==> config.mk <==
export PLATFORM = sky130hd
export DESIGN_NAME = dip_switch_reader
export DESIGN_NICKNAME = d
export VERILOG_FILES = /design/src/rtl/dip_switch_reader.sv
export SDC_FILE = /design/constraint.sdc
export NUM_CORES = 1
export LEC_CHECK = 0
export ABC_AREA = 1
export CORE_MARGIN = 2
export CORE_UTILIZATION = 54
export DETAILED_ROUTE_END_ITERATION = 16
export GPL_TIMING_DRIVEN = 0
export PLACE_DENSITY = 0.79
export SETUP_SLACK_MARGIN = 0.2
export SYNTH_ARGS = -nofsm -noshare
export SYNTH_HDL_FRONTEND = slang
export SYNTH_SLANG_ARGS = --single-unit
==> constraint.sdc <==
create_clock -name clk -period 2.16 [get_ports clk]
set_clock_uncertainty 0.2 [all_clocks]
set_input_delay 0.432 -clock clk [delete_from_list [all_inputs] [get_ports clk]]
set_output_delay 0.432 -clock clk [all_outputs]
set_load 0.01 [all_outputs]
==> src/rtl/dip_switch_reader.sv <==
// rtl/dip_switch_reader.sv - synchronised, whole-bank debounced DIP switch reader with valid/ready update port
module dip_switch_reader #(
  parameter int WIDTH           = 8,
  parameter int DEBOUNCE_CYCLES = 50000,
  parameter int CNT_W           = 16
) (
  input  logic             clk,
  input  logic             rst_n,
  input  logic [WIDTH-1:0] sw_in,
  output logic [WIDTH-1:0] sw_stable,
  output logic [WIDTH-1:0] sw_data,
  output logic             sw_valid,
  input  logic             sw_ready,
  output logic             sw_overrun,
  output logic [7:0]       event_count
);

  localparam logic [0:0] ST_IDLE    = 1'b0;
  localparam logic [0:0] ST_PENDING = 1'b1;
  localparam logic [CNT_W-1:0] CNT_MAX = CNT_W'(DEBOUNCE_CYCLES - 1);

  logic [WIDTH-1:0] s1, s2, cand;
  logic [CNT_W-1:0] cnt;
  logic [0:0]       state;
  logic             upd;

  // A new value is accepted only when the candidate has held for the full window
  assign upd = (s2 == cand) && (cand != sw_stable) && (cnt == CNT_MAX);

  always_ff @(posedge clk) begin
    if (!rst_n) begin
      s1 <= '0;
      s2 <= '0;
    end else begin
      s1 <= sw_in;
      s2 <= s1;
    end
  end

  always_ff @(posedge clk) begin
    if (!rst_n) begin
      cand        <= '0;
      cnt         <= '0;
      sw_stable   <= '0;
      event_count <= '0;
    end else if (s2 != cand) begin
      cand <= s2;
      cnt  <= '0;
    end else if (cand == sw_stable) begin
      cnt <= '0;
    end else if (cnt == CNT_MAX) begin
      sw_stable   <= cand;
      cnt         <= '0;
      event_count <= event_count + 8'd1;
    end else begin
      cnt <= cnt + 1'b1;
    end
  end

  // Overrun is sticky until the consumer takes the overwritten value
  always_ff @(posedge clk) begin
    if (!rst_n) begin
      state      <= ST_IDLE;
      sw_data    <= '0;
      sw_overrun <= 1'b0;
    end else begin
      case (state)
        ST_IDLE: begin
          if (upd) begin
            sw_data    <= cand;
            state      <= ST_PENDING;
            sw_overrun <= 1'b0;
          end
        end
        ST_PENDING: begin
          if (upd) begin
            sw_data <= cand;
            if (sw_ready) sw_overrun <= 1'b0;
            else          sw_overrun <= 1'b1;
          end else if (sw_ready) begin
            state      <= ST_IDLE;
            sw_overrun <= 1'b0;
          end
        end
        default: state <= ST_IDLE;
      endcase
    end
  end

  assign sw_valid = (state == ST_PENDING);

endmodule

# Yosys cells after proc, flatten, opt, wreduce, memory -nomap -nowiden

Index checks and enable logic that the tools add are counted.

Bits in registers: 66
Input bits: 11
Output and inout port bits: 26
Word-level logic and storage cells: 36

Add/subtract/negate cells: 2
Eq/ne operators: 7
Multiplexer cells: 9
Bitwise operators: 4
Reduce and logical (&&, ||, !) cells: 5

Operators by type and width:

| operator                                                        | number |
|---|---|
| 16-bit by 1-bit adder with 16-bit output, second input constant | 1 |
| 16-bit == test, second input constant                           | 1 |
| 8-bit == test                                                   | 2 |
| 8-bit != test                                                   | 2 |
| 8-bit by 1-bit adder with 8-bit output, second input constant   | 1 |
| 8-bit 2-to-1 mux                                                | 1 |
| 1-bit 2-to-1 mux                                                | 6 |
| 1-bit inverter                                                  | 4 |
| 1-bit case mux with 2 select lines                              | 2 |
| 4-bit OR reduction                                              | 1 |
| 3-bit by 2-bit != test with 1-bit output, second input constant | 1 |
| 3-bit AND reduction                                             | 1 |
| 1-bit logical AND                                               | 2 |
| 2-bit != test, second input constant                            | 1 |
| 2-bit AND reduction                                             | 1 |

# Longest topological paths before layout

Gate-level depths: netlist (run 1).

Word-level depth: 5
Mapped depth: 11
Gate-level depth less buffers: 10

# Worst setup path after synthesis (run 1)

No wires, ideal clock.

Path type: register to register
Start: reg cnt[0]
End: reg cnt[9]
Setup time: 0.118 ns
Arrival time: 1.363 ns
Data required time: 1.842 ns
Path slack: 0.479 ns
Stages on the path, launching flop included: 9
Path buffers: 0
Period minus slack after synthesis: 1.681 ns
Cells stage by stage: dfxtp_1 > ha_1 > nand2_1 > nor2_1 > nand2_1 > o21ai_0 > nor2_4 > inv_2 > nor2_1

Cells in the longest elaborated chain, start to end: 2
Elaborated cells on any way between the ends: 3
Those cells by class: 1 x add/sub; 1 x eq/ne; 1 x reduce/logical

Ends and longest elaborated chain:

| element                                                                          | line | text |
|---|---|---|
| from (decl)                                                                      | 23   | `logic [CNT_W-1:0] cnt;` |
| from (signal assigned)                                                           | 56   | `cnt <= cnt + 1'b1;` |
| branches (longest 2 deep; another with 16-bit by 1-bit adder with 16-bit output) | -    |  |

Parallel ways; which one is timed is not known.
A chain may end at the register's enable or synchronous reset.

# Worst setup path after layout (run 1)

Start: reg event_count[5]
End: out event_count[5]

RTL lines:

| element                | line | text |
|---|---|---|
| from (decl)            | 15   | `output logic [7:0] event_count` |
| from (signal assigned) | 54   | `event_count <= event_count + 8'd1;` |

No word-level cell between the ends.

==> flow_metrics.env, run 1 <==
export IMPL_reg2reg_depth=9
export IMPL_initial_core_util_pct=55.87
export IMPL_rrSetupSlack_ns=0.37
export IMPL_first_pass_iters=4
export IMPL_fin_tns_setup_ns=0
export IMPL_dp_cells=489
export IMPL_synthCells=386
export IMPL_multiInputGateArea_sq_um=1144
export IMPL_num_rows=25
export IMPL_clk_pin_slew_ns=0.06
export IMPL_synth_top_area_share_pct=44.00
export IMPL_root_buffer="clkbuf_8"
export IMPL_regArea_sq_um=1176
export IMPL_crit_chain="clkdlybuf4s50_1"
export IMPL_startpoint_type="register"
export IMPL_syn_nets=399
export IMPL_reg2reg_to="sw_stable[3]"
export IMPL_grt_pass1_wl_mm=8.783
export IMPL_ys_ff_latch=58
export IMPL_n_fill_cell=380
export IMPL_grt_usage_pct=21.18
export IMPL_hp_start="s1[0]"
export IMPL_crit_fanout=6
export IMPL_slowest_stage="clkdlybuf4s50_1"
export IMPL_synth_top_cell_by_area="dfxtp_1"
export IMPL_yosys_warnings=0
export IMPL_ir_drop_mv=0.4244
export IMPL_outcome="completed"
export IMPL_path_buf_inv=1
export IMPL_final_common_cell="nand2_1"
export IMPL_clkLatencyLatePin_ns=0.34
export IMPL_seq_area_frac_synth_pct=44.00
export IMPL_clock_sinks=58
export IMPL_gp_congestion=0.8232
export IMPL_drive_above_1_share_pct=13.50
export IMPL_diodes=0
export IMPL_avgSynthCellArea_sq_um=6.836
export IMPL_vias_per_cell=4.579
export IMPL_hold_viol=0
export IMPL_worstSetupEndpointType="primary output"
export IMPL_finalSetupViolCount=0
export IMPL_stdcell_area_sq_um=3348
export IMPL_slowest_delay_ns=0.56
export IMPL_synth_edf_count=0
export IMPL_drtIter0Drc=85
export IMPL_htreeDepth=3
export IMPL_dp_hpwl_mm=3.573
export IMPL_portBuffers=36
export IMPL_slew_violations=0
export IMPL_async_flop_share_pct=0
export IMPL_hold_end="s2[0]"
export IMPL_ctsLongestPathBuffers=2
export IMPL_die_height_microns=73.91
export IMPL_p_leak_nw=1.700
export IMPL_max_slew_margin_rel_pct=68.08
export IMPL_cts_tree="built"
export IMPL_period_share_pct=87.87
export IMPL_die_w_microns=73.91
export IMPL_path_class="register to primary output"
export IMPL_grt_pass1_vias=2129
export IMPL_rr_startpoint="cnt[0]"
export IMPL_holdPathStages=2
export IMPL_cap_violations=0
export IMPL_grt_max_degree=11
export IMPL_overflow=0
export IMPL_powerDensity_nw_per_um2=653.4
export IMPL_drc=0
export IMPL_clockPowerShare_pct=44.3
export IMPL_final_cells=504
export IMPL_max_freq_ghz=0.5269
export IMPL_numCtsBuffers=9
export IMPL_synth_area_sq_um=2639
export IMPL_synth_area_leaders="dfxtp_1 (44%), nand2_1 (18%), inv_1 (9.1%)"
export IMPL_antenna_found_initial=0
export IMPL_fin_nets=447
export IMPL_cp_top_family="buffers and inverters"
export IMPL_dpl_cell_area_sq_um=3083
export IMPL_hold_class="register to register"
export IMPL_sequentialPowerShare_pct=50.3
export IMPL_swShare_pct=21.70
export IMPL_core_sq_um=4723
export IMPL_wl_per_cell_microns=10.09
export IMPL_tightest_slew_ns=0.4788
export IMPL_ant_nets=0
export IMPL_power_switching_mw=0.4749
export IMPL_layout_common_cells="nand2_1 (126), inv_1 (64), dfxtp_1 (46), nor2_1 (45), clkdlybuf4s50_1 (24)"
export IMPL_rsz0062_at_grt="no"
export IMPL_vias=2308
export IMPL_period_needed_ns=1.898
export IMPL_synth_flop_cell="dfxtp_1"
export IMPL_power_internal_mw=1.713
export IMPL_area_growth_pct=26.88
export IMPL_die_area_sq_um=5462
export IMPL_drt_total_wl_mm=5.085
export IMPL_power_share_combinational_pct=5.4
export IMPL_worstPathArrival_ns=1.27
export IMPL_worst_ep_required_time_ns=1.53
export IMPL_ioPinCount=37
export IMPL_netlist_cell_type_count=26
## how the worst max path moves through the flow
stage	from	endpoint	slack (ns)	cells after the start
floorplan	cnt[0]	cnt[9]	0.48	8
global route	cnt[0]	event_count[7]	0.20	8
finish	event_count[5]	event_count[5]	0.26	1
detailed placement	rst_n	cnt[2]	0.21	5
CTS	cnt[0]	event_count[5]	0.21	8
global placement	rst_n	cnt[2]	0.23	5
## area by class of cell
cell class,instances,area share (%)
Clock buffer,11,4.522
Timing Repair Buffer,37,11.32
Tap cell,67,2.504
Buffer,17,3.662
Multi-Input combinational cell,244,34.16
Sequential cell,58,35.13
Clock inverter,3,1.196
Inverter,67,7.511
## state kept, by name, summed over array words and instances (netlist names)
name,cells
cand,8
cnt,16
event_count,8
s1,8
s2,8
sw_overrun,1
sw_stable,8
sw_valid,1
## per-stage QoR
stage | util [%] | setup WS [ns] | hold slack, ns | total power, mW
after floorplan | - | 0.4787 | 0.1905 | 1.200
after global placement | 65.27 | 0.2296 | 0.1929 | 1.238
after detailed placement | 65.27 | 0.2052 | 0.2018 | 1.241
after CTS | 69.43 | 0.2058 | 0.2168 | 2.208
after global routing | 70.89 | 0.2004 | 0.2293 | 2.274
final | 70.89 | 0.2620 | 0.2141 | 2.188
## worst register-to-register path, delay by kind of cell (launching register included)
kind,cells,cell delay [ns]
and+or+nand+nor,6,0.70
DFF,1,0.34
adders and majority gates,1,0.20
buffers and inverters,1,0.15
AOI/OAI and AO/OA,1,0.07
## power groups by stage
stage,clock network [mW],registers (mW),logic (mW)
final,0.969,1.10,0.118
after global routing,1.04,1.10,0.136
after CTS,0.991,1.10,0.117
after detailed placement,0,1.12,0.117
after global placement,0,1.12,0.115
after floorplan,0,1.12,0.0787
## metal layers
layer / global-route usage (%) / part of all wire, %
met3: 5.898 / 4.3
met2: 35.52 / 49
met1: 24.98 / 45
met4: 10.10 / 1.7
met5: 0 / 0
## synthesized netlist by cell type (2+ instances only)
library cell,count
xnor2_1,3
o21ai_0,2
ha_1,2
clkbuf_1,3
nor2_4,2
inv_2,3
buf_2,4
nor3_1,3
inv_1,64
xor2_1,8
a21oi_1,15
dfxtp_1,58
nand2_1,127
nor2_1,48
nand3_1,8
nor2_2,3
buf_4,9
nand4_1,14
nand3b_1,3
## logic make-up (layout without fill, tap and decap cells)
group | Yosys count | in the layout | share of synthesized area (%)
AO/OA/AOI/OAI | 20 | 20 | 3.983
XOR/XNOR | 11 | 11 | 3.651
adder cells (fa/ha/maj) | 2 | 2 | 0.9482
buffers and inverters | 84 | 135 | 13.70
flip-flops | 58 | 58 | 44.00
AND/OR/NAND/NOR | 211 | 211 | 33.71
## repair_timing
action                     CTS  global route
pin swaps                    0             3
gates cloned                 0             0
buffers inserted             0             1
setup endpoints to repair    9            42
gates resized for setup     14            25
hold buffers                 0             0
Note: power is estimated with default switching activity, not from simulation.
==> run 2: changes to the inputs <==
SKIP_LAST_GASP = 1   (was not set)
==> results of run 2 <==
Same layout as run 1: the final DEF is identical, and so are final timing and power.
==> run 3: changes to the inputs <==
CORE_ASPECT_RATIO = 1.2   (was not set)
REMOVE_ABC_BUFFERS = 1   (was not set)
SLEW_MARGIN = 20   (was not set)
==> run 3 against run 2 <==
Against the previous run:
- combinational power rose by 15%
- worst setup slack got worse by 0.020 ns
- fmax shrank 1.0%
- via count shrank 0.30%
- routed wire length up 0.83%
- largest cell class is now multi-input gates
==> flow_metrics.env, run 3 (same netlist as run 1, synthesis figures left out) <==
export IMPL_fin_nets=436
export IMPL_stdcell_area_sq_um=3269
export IMPL_crit_fanout=4
export IMPL_regMostFlops="cnt"
export IMPL_hold_class="register to register"
export IMPL_period_needed_ns=1.918
export IMPL_multiInputGateArea_sq_um=1172
export IMPL_path_class="register to primary output"
export IMPL_regArea_sq_um=1164
export IMPL_worst_slack_ns=0.2423
export IMPL_max_slew_margin_rel_pct=59.58
export IMPL_ir_drop_mv=0.4702
export IMPL_holdPathStages=2
export IMPL_diodes=0
export IMPL_die_w_microns=67.82
export IMPL_dp_hpwl_mm=3.349
export IMPL_finalSetupViolCount=0
export IMPL_startpoint_type="register"
export IMPL_path_buf_inv=1
export IMPL_drt_total_wl_mm=5.127
export IMPL_area_growth_pct=23.90
export IMPL_dpl_cell_area_sq_um=2962
export IMPL_drtIter0Drc=111
export IMPL_slowest_delay_ns=0.56
export IMPL_max_freq_ghz=0.5215
export IMPL_grtUsageMet2_pct=34.22
export IMPL_rsz0062_at_grt="yes"
export IMPL_ioPinCount=37
export IMPL_vias_per_cell=4.735
export IMPL_period_share_pct=88.78
export IMPL_cts_hold_buf=0
export IMPL_wl_per_cell_microns=10.55
export IMPL_final_common_cell="nand2_1"
export IMPL_tightest_slew_ns=0.6064
export IMPL_grt_pass1_wl_mm=8.652
export IMPL_final_cells=486
export IMPL_drive_above_1_share_pct=10.05
export IMPL_num_rows=27
export IMPL_clkLatencyLatePin_ns=0.33
export IMPL_layout_common_cells="nand2_1 (126), inv_1 (64), dfxtp_1 (56), nor2_1 (45), clkdlybuf4s50_1 (27)"
export IMPL_cap_violations=0
export IMPL_worstPathArrival_ns=1.29
export IMPL_grt_max_degree=33
export IMPL_initial_core_util_pct=56.60
export IMPL_die_height_microns=80.58
export IMPL_outcome="completed"
export IMPL_overflow=0
export IMPL_worst_ep_required_time_ns=1.53
export IMPL_grt_usage_pct=20.97
export IMPL_root_buffer="clkbuf_8"
export IMPL_worstSetupEndpointType="primary output"
export IMPL_powerDensity_nw_per_um2=656.8
export IMPL_slowest_stage="clkdlybuf4s50_1"
export IMPL_clk_pin_slew_ns=0.06
export IMPL_n_fill_cell=396
export IMPL_ctsLongestPathBuffers=2
export IMPL_reg2reg_depth=9
export IMPL_hold_viol=0
export IMPL_crit_chain="clkdlybuf4s50_1"
export IMPL_die_area_sq_um=5464
export IMPL_p_leak_nw=1.620
export IMPL_drc=0
export IMPL_whs_ns=0.2122
export IMPL_htreeDepth=3
export IMPL_portBuffers=36
export IMPL_grt_pass1_vias=2157
export IMPL_numCtsBuffers=9
export IMPL_met1_usage_pct=24.21
export IMPL_clock_sinks=58
export IMPL_fin_tns_setup_ns=0
export IMPL_slew_violations=0
export IMPL_first_pass_iters=4
export IMPL_cp_depth=1
export IMPL_cp_top_family="buffers and inverters"
export IMPL_gp_congestion=0.7779
export IMPL_cts_tree="built"
export IMPL_ant_nets=0
export IMPL_vias=2301
export IMPL_place_ws_ns=-0.6738
export IMPL_core_sq_um=4662
export IMPL_dp_cells=463
export IMPL_use_met3_pct=4.902
export IMPL_largest_reg_flops=16
export IMPL_busiest_layer="met2"
export IMPL_antenna_found_initial=0
## run 3: cell types whose count changed in the layout (fill, tap and decap cells not counted), sizes merged
cell / before / now
dlygate4sd2: 5 / 1
clkdlybuf4s15: 0 / 1
clkdlybuf4s50: 24 / 27
nand3: 9 / 10
bufinv: 1 / 0
buf: 15 / 6
## run 3: final timing paths
kind	from	to	slack [ns]
worst max-delay path	event_count[4]	event_count[4]	0.24
worst min-delay path	s1[1]	s2[1]	0.21
worst max register to register	cnt[0]	sw_stable[1]	0.34
worst min register to register	s1[1]	s2[1]	0.21
## run 3: layer usage
| layer | part of all wire, % | vias to the layer above |
|---|---|---|
| li1 | - | 1231 |
| met2 | 49 | 47 |
| met3 | 3.9 | 9 |
| met5 | 0 | - |
| met4 | 2.3 | 0 |
| met1 | 45 | 1014 |
## run 3: what timing repair did
action | CTS | global route
setup buffers | 1 | 5
gates resized for setup | 10 | 16
pin swaps | 1 | 3
gates cloned | 0 | 1
setup endpoints to repair | 36 | 42
## run 3: power breakdown
| group | switching, mW | internal (mW) |
|---|---|---|
| logic | 0.0799 | 0.0557 |
| clock network | 0.404 | 0.507 |
| registers | 0.0113 | 1.09 |
| total | 0.495 | 1.65 |
## run 3: final cells by class
cell class | instances | area share, %
clock buffer | 14 | 5.281
clock inverter | 2 | 0.3062
inverter | 67 | 7.692
multi-input combinational | 245 | 35.86
sequential | 58 | 35.59
tap | 58 | 2.220
timing repair buffer | 42 | 13.05
## run 3: through the flow
step / util (%) / power (mW)
2_1_floorplan: - / 1.187
3_3_place_gp: 63.53 / 1.228
3_5_place_dp: 63.53 / 1.231
4_1_cts: 68.12 / 2.143
5_1_grt: 70.13 / 2.234
6_report: 70.13 / 2.147
